[config.mk]
export PLATFORM = sky130hd
export DESIGN_NAME = dual_pipe_drain_ctrl
export DESIGN_NICKNAME = d
export VERILOG_FILES = /design/src/rtl/dpdc_pkg.sv /design/src/rtl/skid_fifo.sv /design/src/rtl/dual_pipe_drain_ctrl.sv
export SDC_FILE = /design/constraint.sdc
export NUM_CORES = 1
export LEC_CHECK = 0
export BUFFER_PORTS_ARGS = -buffer_cell sky130_fd_sc_hd__buf_2
export CORE_MARGIN = 3
export CORE_UTILIZATION = 53
export DETAILED_ROUTE_END_ITERATION = 12
export GPL_TIMING_DRIVEN = 0
export HOLD_SLACK_MARGIN = 0.1
export PLACE_DENSITY = 0.82
export SLEW_MARGIN = 20
export SYNTH_ARGS = -nofsm -noshare
export SYNTH_HDL_FRONTEND = slang
export SYNTH_SLANG_ARGS = --single-unit
[constraint.sdc]
create_clock -name clk -period 2.5 [get_ports clk]
set_clock_uncertainty 0.05 [all_clocks]
set_input_delay 0.125 -clock clk [delete_from_list [all_inputs] [get_ports clk]]
set_output_delay 0.125 -clock clk [all_outputs]
set_load 0.005 [all_outputs]
[src/rtl/dpdc_pkg.sv]
// Shared constants and types for the dual-pipeline drain controller.
package dpdc_pkg;

  localparam int unsigned DEFAULT_DATA_W       = 32;
  localparam int unsigned DEFAULT_FIFO_DEPTH   = 4;
  localparam int unsigned DEFAULT_STALL_THRESH = 2;
  localparam int unsigned DEFAULT_FLUSH_PERIOD = 64;

  localparam logic SRC_PIPE1 = 1'b0;
  localparam logic SRC_PIPE2 = 1'b1;

  typedef enum logic {
    FlushPipe1 = 1'b0,
    FlushPipe2 = 1'b1
  } flush_sel_e;

  function automatic flush_sel_e next_flush_sel(flush_sel_e cur);
    return (cur == FlushPipe1) ? FlushPipe2 : FlushPipe1;
  endfunction

endpackage

[src/rtl/skid_fifo.sv]
// Small synchronous FIFO buffering one pipeline's results; clear empties it at end of cycle.
module skid_fifo #(
  parameter int unsigned DATA_W = 32,
  parameter int unsigned DEPTH  = 4,
  localparam int unsigned PtrW  = $clog2(DEPTH),
  localparam int unsigned CntW  = $clog2(DEPTH + 1)
) (
  input  logic              clk,
  input  logic              reset,
  input  logic              clear,
  input  logic              wr_en,
  input  logic [DATA_W-1:0] wr_data,
  input  logic              rd_en,
  output logic [DATA_W-1:0] rd_data,
  output logic [CntW-1:0]   count,
  output logic              full,
  output logic              empty
);

  logic [DATA_W-1:0] mem_q [DEPTH];
  logic [PtrW-1:0]   wr_ptr_q, wr_ptr_d;
  logic [PtrW-1:0]   rd_ptr_q, rd_ptr_d;
  logic [CntW-1:0]   count_q, count_d;
  logic              wr_ok, rd_ok;

  assign full    = (count_q == CntW'(DEPTH));
  assign empty   = (count_q == '0);
  assign count   = count_q;
  assign rd_data = mem_q[rd_ptr_q];

  // A write while full is dropped even if a read frees a slot this cycle.
  assign wr_ok = wr_en & ~full;
  assign rd_ok = rd_en & ~empty;

  always_comb begin
    wr_ptr_d = wr_ptr_q;
    rd_ptr_d = rd_ptr_q;
    count_d  = count_q;
    if (wr_ok) wr_ptr_d = wr_ptr_q + PtrW'(1);
    if (rd_ok) rd_ptr_d = rd_ptr_q + PtrW'(1);
    if (wr_ok && !rd_ok) begin
      count_d = count_q + CntW'(1);
    end else if (rd_ok && !wr_ok) begin
      count_d = count_q - CntW'(1);
    end
  end

  always_ff @(posedge clk) begin
    if (reset || clear) begin
      wr_ptr_q <= '0;
      rd_ptr_q <= '0;
      count_q  <= '0;
    end else begin
      wr_ptr_q <= wr_ptr_d;
      rd_ptr_q <= rd_ptr_d;
      count_q  <= count_d;
    end
  end

  always_ff @(posedge clk) begin
    if (wr_ok) mem_q[wr_ptr_q] <= wr_data;
  end

endmodule

[src/rtl/dual_pipe_drain_ctrl.sv]
// Buffers two pipelines in skid FIFOs, round-robins them onto one valid/ready port,
// and issues periodic alternating flush pulses.
module dual_pipe_drain_ctrl
  import dpdc_pkg::*;
#(
  parameter int unsigned DATA_W       = DEFAULT_DATA_W,
  parameter int unsigned FIFO_DEPTH   = DEFAULT_FIFO_DEPTH,
  parameter int unsigned STALL_THRESH = DEFAULT_STALL_THRESH,
  parameter int unsigned FLUSH_PERIOD = DEFAULT_FLUSH_PERIOD
) (
  input  logic              clk,
  input  logic              reset,
  input  logic              p1_valid,
  input  logic [DATA_W-1:0] p1_data,
  input  logic              p2_valid,
  input  logic [DATA_W-1:0] p2_data,
  output logic              stall_1,
  output logic              stall_2,
  output logic              flush_1,
  output logic              flush_2,
  output logic              out_valid,
  input  logic              out_ready,
  output logic [DATA_W-1:0] out_data,
  output logic              out_src,
  output logic [1:0]        overflow
);

  localparam int unsigned CntW = $clog2(FIFO_DEPTH + 1);
  localparam int unsigned FcW  = (FLUSH_PERIOD > 1) ? $clog2(FLUSH_PERIOD) : 1;

  logic [DATA_W-1:0] rd_data_1, rd_data_2;
  logic [CntW-1:0]   count_1, count_2;
  logic              full_1, full_2, empty_1, empty_2;
  logic              wr_en_1, wr_en_2;
  logic              grant_1, grant_2;

  logic              out_valid_q, out_valid_d;
  logic [DATA_W-1:0] out_data_q, out_data_d;
  logic              out_src_q, out_src_d;
  logic              prio_q, prio_d;
  logic [1:0]        overflow_q, overflow_d;

  logic [FcW-1:0]    flush_cnt_q, flush_cnt_d;
  flush_sel_e        flush_sel_q, flush_sel_d;
  logic              flush_1_q, flush_1_d;
  logic              flush_2_q, flush_2_d;
  logic              flush_fire;

  // A lane being flushed neither accepts nor supplies words this cycle.
  assign wr_en_1 = p1_valid & ~flush_1_q;
  assign wr_en_2 = p2_valid & ~flush_2_q;

  skid_fifo #(
    .DATA_W (DATA_W),
    .DEPTH  (FIFO_DEPTH)
  ) u_fifo_1 (
    .clk     (clk),
    .reset   (reset),
    .clear   (flush_1_q),
    .wr_en   (wr_en_1),
    .wr_data (p1_data),
    .rd_en   (grant_1),
    .rd_data (rd_data_1),
    .count   (count_1),
    .full    (full_1),
    .empty   (empty_1)
  );

  skid_fifo #(
    .DATA_W (DATA_W),
    .DEPTH  (FIFO_DEPTH)
  ) u_fifo_2 (
    .clk     (clk),
    .reset   (reset),
    .clear   (flush_2_q),
    .wr_en   (wr_en_2),
    .wr_data (p2_data),
    .rd_en   (grant_2),
    .rd_data (rd_data_2),
    .count   (count_2),
    .full    (full_2),
    .empty   (empty_2)
  );

  assign stall_1 = (count_1 >= CntW'(STALL_THRESH));
  assign stall_2 = (count_2 >= CntW'(STALL_THRESH));

  // Arbitration and output register.
  always_comb begin
    logic load;
    logic avail_1, avail_2;

    grant_1     = 1'b0;
    grant_2     = 1'b0;
    out_valid_d = out_valid_q;
    out_data_d  = out_data_q;
    out_src_d   = out_src_q;
    prio_d      = prio_q;

    load    = ~out_valid_q | out_ready;
    avail_1 = ~empty_1 & ~flush_1_q;
    avail_2 = ~empty_2 & ~flush_2_q;

    if (load) begin
      if (avail_1 && avail_2) begin
        grant_1 = (prio_q == SRC_PIPE1);
        grant_2 = (prio_q == SRC_PIPE2);
      end else begin
        grant_1 = avail_1;
        grant_2 = avail_2;
      end

      out_valid_d = grant_1 | grant_2;
      if (grant_1) begin
        out_data_d = rd_data_1;
        out_src_d  = SRC_PIPE1;
        prio_d     = SRC_PIPE2;
      end else if (grant_2) begin
        out_data_d = rd_data_2;
        out_src_d  = SRC_PIPE2;
        prio_d     = SRC_PIPE1;
      end
    end
  end

  // Overflow only counts words lost to a full FIFO, not words dropped by a flush.
  always_comb begin
    overflow_d    = overflow_q;
    overflow_d[0] = overflow_q[0] | (wr_en_1 & full_1);
    overflow_d[1] = overflow_q[1] | (wr_en_2 & full_2);
  end

  // Flush scheduler.
  always_comb begin
    flush_fire  = (flush_cnt_q == FcW'(FLUSH_PERIOD - 1));
    flush_cnt_d = flush_fire ? '0 : flush_cnt_q + FcW'(1);
    flush_1_d   = flush_fire & (flush_sel_q == FlushPipe1);
    flush_2_d   = flush_fire & (flush_sel_q == FlushPipe2);
    flush_sel_d = flush_fire ? next_flush_sel(flush_sel_q) : flush_sel_q;
  end

  always_ff @(posedge clk) begin
    if (reset) begin
      out_valid_q <= 1'b0;
      out_data_q  <= '0;
      out_src_q   <= SRC_PIPE1;
      prio_q      <= SRC_PIPE1;
      overflow_q  <= '0;
      flush_cnt_q <= '0;
      flush_sel_q <= FlushPipe1;
      flush_1_q   <= 1'b0;
      flush_2_q   <= 1'b0;
    end else begin
      out_valid_q <= out_valid_d;
      out_data_q  <= out_data_d;
      out_src_q   <= out_src_d;
      prio_q      <= prio_d;
      overflow_q  <= overflow_d;
      flush_cnt_q <= flush_cnt_d;
      flush_sel_q <= flush_sel_d;
      flush_1_q   <= flush_1_d;
      flush_2_q   <= flush_2_d;
    end
  end

  assign out_valid = out_valid_q;
  assign out_data  = out_data_q;
  assign out_src   = out_src_q;
  assign overflow  = overflow_q;
  assign flush_1   = flush_1_q;
  assign flush_2   = flush_2_q;

endmodule

Word level (Yosys, flattened, before mapping) --
Memory sizes are Yosys's and may differ from the RTL's. A register that Yosys moved wholly into a read port is not among the register bits. Cells that the tools add are included.
Cells by class: add/sub/neg operators 9, $lt $le $gt $ge 2, eq/ne operators 3, muxes and demuxes 25, bitwise operators 25, reductions and logical operators 18
Operators by type and width (number):
- two-way mux 32 bit | 2
- two-way mux 1 bit | 15
- AND 1 bit | 12
- two-way mux 3 bit | 4
- inverter 1 bit | 9
- adder 2 x 1 -> 2 bit, second input constant | 4
- two-way mux 2 bit | 4
- adder 3 x 1 -> 3 bit, second input constant | 2
- adder 6 x 1 -> 6 bit, second input constant | 1
- equality test 3 bit, second input constant | 2
- equality test 6 bit, second input constant | 1
- greater-or-equal comparator 3 x 2 -> 1 bit, second input constant | 2
- logical NOT 3 bit | 2
- nonzero test 2 bit | 3
- subtractor 3 x 1 -> 3 bit, second input constant | 2
- logical AND 1 bit | 5
- logical NOT 1 bit | 4
- OR 1 bit | 4
- logical OR 1 bit | 2
- AND reduction 2 bit | 1
- OR reduction 2 bit | 1
Word-level totals: register bits after elaboration 60, RAM bits 256, output and inout bits 40, word-level logic and storage cells 99, memories 2
Memory list:
- u_fifo_1.mem_q | words 4, width 32, rd ports 1, clocked after memory_dff 1, write ports 1, line skid_fifo.sv:20 | logic [DATA_W-1:0] mem_q [DEPTH];
- u_fifo_2.mem_q | words 4, width 32, rd ports 1, clocked after memory_dff 1, write ports 1, line skid_fifo.sv:20

Depth between registers and ports, before layout --
depth in word-level cells 11, depth in mapped cells 11

Cells and area by module --
A second synthesis with hierarchy kept.
Second synthesis, totals: cell total of the unflattened synthesis 687, area, all modules 12612.1 µm²
By module, submodules not included:
- skid_fifo | times used 2, cells each 217, area an instance 5084.9 µm², seq. area each 4023.9 µm²
- dual_pipe_drain_ctrl | times used 1, cells each 253, area an instance 2442.3 µm², seq. area each 920.9 µm²

Least setup slack after synthesis --
No wires, ideal clock.
path type register to register, start reg u_fifo_1.count_q[2], in the netlist u_fifo_1.count[2], end reg u_fifo_1.count_q[2], in the netlist u_fifo_1.count[2], library setup time 0.070 ns, data arrival time 2.342 ns, data required time 2.380 ns, setup slack 0.038 ns, cell stages (with the launch flop) 12, path buffers 2, clock period less this slack 2.462 ns, cell sequence dfxtp_1 > or3_4 > o211a_1 > buf_6 > buf_6 > nand2_1 > ha_1 > inv_1 > fa_1 > xor2_1 > or3_1 > a21oi_1
Between the ends: cells in the longest elaborated chain, start to end 11, elaborated cells on any way between the ends 20
RTL lines:
- start: declaration | line skid_fifo.sv:23 | logic [CntW-1:0] count_q, count_d;
- start signal: assignment | line skid_fifo.sv:56 | count_q <= count_d;
- logical NOT 3 bit | line skid_fifo.sv:27 | assign empty = (count_q == '0);
- inverter 1 bit | line skid_fifo.sv:33, dual_pipe_drain_ctrl.sv:101
- AND 1 bit | line dual_pipe_drain_ctrl.sv:101 | avail_1 = ~empty_1 & ~flush_1_q;
- logical AND 1 bit | line dual_pipe_drain_ctrl.sv:105 | if (avail_1 && avail_2) begin
- two-way mux 1 bit | line dual_pipe_drain_ctrl.sv:105
- two-way mux 1 bit (2 in series) | line dual_pipe_drain_ctrl.sv:104 | if (load) begin
- AND 1 bit | line skid_fifo.sv:33 | assign rd_ok = rd_en & ~empty;
- logical NOT 1 bit | line skid_fifo.sv:41 | if (wr_ok && !rd_ok) begin
- logical AND 1 bit | line skid_fifo.sv:41
- two-way mux 3 bit / nonzero test 2 bit (equally long branches)
Several ways; a longest one is shown, not always the timed one. The select of a mux whose other input is x is not followed. A chain may end at the register's enable or synchronous reset.

Worst setup path after layout --
Ends and elaborated chain as after synthesis.

==> results.py <==
metrics = {
    "place": {
        "dpl.hpwl_um": 16900,
        "dpl-instance-area_um2": 13600,
        "place_ws_ns": -0.0868,
        "port-buffer-count": 107,
        "gp_congestion": 0.801,
        "placed_cells_incl_taps": 1103,
    },
    "setup_path": {
        "required_ns": 2.94,
        "timing.reg2reg.setup_slack_ns": 0.13,
        "timing.critical_path.fanout_max": 11,
        "cp_top_family": "simple AND/OR/NAND/NOR gates",
        "critPathArrivalTime_ns": 2.81,
        "worstRegToRegCells": 10,
        "worstSetupPathType": "reg -> reg",
        "critical_path.n_buffers_inverters": 2,
        "slowest_stage": "sky130_fd_sc_hd__or3_4",
        "timing.critical_path.to_type": "flip-flop",
        "crit-reg2reg-capture": "u_fifo_1.count[2]$_SDFFE_PP0P_",
        "timing.critical_path.cells": "or3_4 > o211a_1 > buf_6 > nand2_4 > ha_4 > inv_1 > fa_2 > xor2_1 > or3_1 > a21oi_2",
        "startpoint_kind_of_the_worst_setup_timing_path": "flip-flop",
        "worstReg2RegStart": "u_fifo_1.count[2]$_SDFFE_PP0P_",
        "critical_path.max_stage_delay_ns": 0.38,
    },
    "run": {
        "cap_violations": 0,
    },
    "cells_and_area": {
        "final_common_cell": "sky130_fd_sc_hd__edfxtp_1",
        "area_growth_syn_to_layout_pct": 23.0,
        "layout-drive-gt1-share_pct": 34.8,
        "final_cells": 1232,
        "mostFrequentLayoutCells": "sky130_fd_sc_hd__edfxtp_1, sky130_fd_sc_hd__buf_2, sky130_fd_sc_hd__dlygate4sd3_1",
        "layout.nets": 976,
        "antenna_cells_inserted": 0,
        "fin_area_um2": 15300,
    },
    "power": {
        "total_power_uw": 16700,
        "internal_portion_of_total_power_uw": 11600,
        "netsw_uw": 5100,
        "vdd_ir_drop_max_uv": 735,
        "p_clk_share_pct": 27.4,
        "power_frac_seq_pct": 41.2,
        "share_of_total_power_consumed_by_net_switching_pct": 30.4,
        "p_comb_share_pct": 31.4,
        "power_leakage_uw": 0.00537,
        "p_per_area_nw_per_um2": 1090,
    },
    "floorplan": {
        "num_rows": 55,
        "core-area_um2": 22800,
        "ios": 109,
        "initial_utilization_pct": 54.5,
        "chipHeight_um": 159,
        "die-width_um": 159,
        "floorplan.die_area_um2": 25400,
    },
    "global_route": {
        "grt_overflow_total": 0,
        "grt_start_max_net_pins": 30,
        "global_route.usage.total_pct": 20.2,
        "grt_first_pass_wirelength_um": 39800,
        "grt_pass1_vias": 7204,
        "initial_antenna_violation_count": 0,
    },
    "clock_tree": {
        "tritoncts": "yes",
        "cts-buffers-inserted": 31,
        "clockBufferDepth": 3,
        "h_tree_levels": 1,
        "clk_sink_count": 320,
        "clkSlewWorstSetupHoldPaths_ns": 0.06,
        "clkLatencyLatePin_ns": 0.56,
        "cts-root-buf": "sky130_fd_sc_hd__clkbuf_16",
    },
    "synth": {
        "synth.area.mux_share_pct": 12.1,
        "ys_async_sr_fraction_pct": 0,
        "synth_fa_ha_area_share_pct": 1.43,
        "synth_cell_types": 48,
        "synth_top_flop_cell": "sky130_fd_sc_hd__edfxtp_1",
        "combinational_family_with_the_most_area_after_synthesis": "multiplexers",
        "postSynthCellCount": 675,
        "synth_top_cells_by_area": "sky130_fd_sc_hd__edfxtp_1, sky130_fd_sc_hd__mux4_2, sky130_fd_sc_hd__dfxtp_1",
        "synthesis.area_per_instance_um2": 18.5,
        "yosys.area_share.simple_pct": 5.11,
        "yosysWarningCount": 0,
        "syn_nets": 757,
        "syn-cell-area_um2": 12500,
        "synth_top_cell_area_share_pct": 61.7,
        "netlist.top_cell.by_area": "sky130_fd_sc_hd__edfxtp_1",
        "synth_compound_area_share_pct": 6.16,
        "synth_xor_xnor_area_share_pct": 0.773,
        "yosys_register_bits": 320,
        "yosysSeqAreaShare_pct": 72.0,
        "synth-edff-count": 256,
    },
    "drt": {
        "top_signal_layer_used": "met4",
        "dr_wl_met3_um": 1520,
        "routedLengthMet1_um": 10400,
        "finalWirelength_um": 25800,
        "antenna_left": 0,
        "wl_met2_um": 13300,
        "detailroute.via_count": 6816,
        "route.detailed.wl_per_inst_um": 21.0,
        "drc": 0,
        "firstDrtPassIters": 5,
        "dr.first_iter.drc_count": 595,
        "vias_per_cell": 5.53,
    },
    "worst_hold_path": {
        "hold_start": "p1_data[27]",
        "hp-class": "in -> reg",
        "min_delay_worst_endpoint": "u_fifo_1.mem_q[1][27]$_DFFE_PP_",
        "holdPathStages": 2,
    },
    "sta": {
        "final_critical_path_setup_slack_ns": 0.129,
        "grt_setup_unrepaired": "false",
        "slew-limit-headroom_pct": 49.4,
        "hold_viol": 0,
        "report.final.setup_viol": 0,
        "fin_crit_ns": 2.37,
        "min_period_over_period_pct": 94.9,
        "final_max_slew_viol_count": 0,
        "max_slew.worst_pin.slew_ns": 0.759,
        "timing_limited_maximum_frequency_mhz": 422,
    },
    "status": {
        "run_status": "finished, final reports clean",
    },
}
==> metal layers <==
metal  track usage [%]  up-vias
li1                  -     3114
met1              27.1     3428
met2              34.7      227
met3              3.46       47
met4              5.21        0
met5                 0        -
==> power groups by stage <==
stage          Combinational, µW  Clock, µW  Sequential [µW]
2_1_floorplan               3680          0             6900
3_3_place_gp                4860          0             6990
3_5_place_dp                5070          0             6990
4_1_cts                     5290       4640             6890
5_1_grt                     5690       4860             6950
6_report                    5260       4580             6900
==> cell type report <==
cell class / instances / area [µm²]
Multi-Input combinational cell: 305 / 3220
Clock buffer: 48 / 890
Fill cell: 1542 / 7510
Timing Repair Buffer: 188 / 1440
Tap cell: 313 / 392
Inverter: 11 / 41.3
Clock inverter: 10 / 115
Buffer: 37 / 251
Sequential cell: 320 / 8980
==> worst max path at each step <==
stage | from | endpoint | cells past startpoint
floorplan | u_fifo_1.count[2]$_SDFFE_PP0P_ | u_fifo_1.count[2]$_SDFFE_PP0P_ | 11
global placement | u_fifo_2.count[0]$_SDFFE_PP0P_ | u_fifo_2.mem_q[0][26]$_DFFE_PP_ | 3
detailed placement | u_fifo_1.count[2]$_SDFFE_PP0P_ | u_fifo_1.count[2]$_SDFFE_PP0P_ | 11
CTS | u_fifo_2.count[0]$_SDFFE_PP0P_ | u_fifo_2.count[2]$_SDFFE_PP0P_ | 8
global route | u_fifo_1.count[2]$_SDFFE_PP0P_ | u_fifo_1.count[2]$_SDFFE_PP0P_ | 10
finish | u_fifo_1.count[2]$_SDFFE_PP0P_ | u_fifo_1.count[2]$_SDFFE_PP0P_ | 10
==> cells by family after synthesis <==
kind of cell	count (synthesis)
flip-flops	320
AND/OR/NAND/NOR	128
AO/OA/AOI/OAI	84
multiplexers	69
buffers and inverters	50
adder cells (fa/ha/maj)	13
XOR/XNOR	11
==> synthesized netlist by cell type (3+ instances only) <==
master / count
sky130_fd_sc_hd__nor2_1: 21
sky130_fd_sc_hd__mux4_1: 4
sky130_fd_sc_hd__clkbuf_1: 13
sky130_fd_sc_hd__edfxtp_1: 256
sky130_fd_sc_hd__nand2b_1: 5
sky130_fd_sc_hd__xnor2_1: 5
sky130_fd_sc_hd__nand2_2: 9
sky130_fd_sc_hd__inv_1: 11
sky130_fd_sc_hd__a311oi_2: 30
sky130_fd_sc_hd__mux4_2: 60
sky130_fd_sc_hd__mux2i_1: 4
sky130_fd_sc_hd__or3_1: 3
sky130_fd_sc_hd__a21oi_1: 41
sky130_fd_sc_hd__ha_1: 11
sky130_fd_sc_hd__buf_4: 5
sky130_fd_sc_hd__or2_2: 4
sky130_fd_sc_hd__dfxtp_1: 64
sky130_fd_sc_hd__buf_6: 12
sky130_fd_sc_hd__nor3_1: 3
sky130_fd_sc_hd__xor2_1: 6
sky130_fd_sc_hd__buf_2: 8
sky130_fd_sc_hd__nand2_1: 59
sky130_fd_sc_hd__and2_1: 9
==> stage by stage <==
stage | utilization [%] | hold slack, ns | setup TNS, ns
after floorplan | - | 0.174 | 0
after global placement | 58.6 | 0.287 | -66.82
after detailed placement | 59.5 | 0.292 | -0.0868
after CTS | 67.1 | 0.233 | 0
after global routing | 67.1 | 0.264 | 0
final | 67.1 | 0.261 | 0
==> registers in the layout, summed over array words and instances (netlist names), 2 cells and up, named ones only <==
signal             cells
u_fifo_1.wr_ptr_q      2
u_fifo_2.wr_ptr_q      2
u_fifo_1.rd_ptr_q      2
u_fifo_2.rd_ptr_q      2
u_fifo_1.count         3
u_fifo_2.count         3
u_fifo_1.mem_q       128
overflow               2
out_data              32
flush_cnt_q            6
u_fifo_2.mem_q       128
==> repair_timing <==
item	CTS	global route
pin swaps	0	3
gates resized for setup	8	4
endpoints found under the hold margin	265	0
hold buffers	68	0
setup buffers	4	1
setup endpoints to repair	2	3
(Power assumes the default switching activity.)
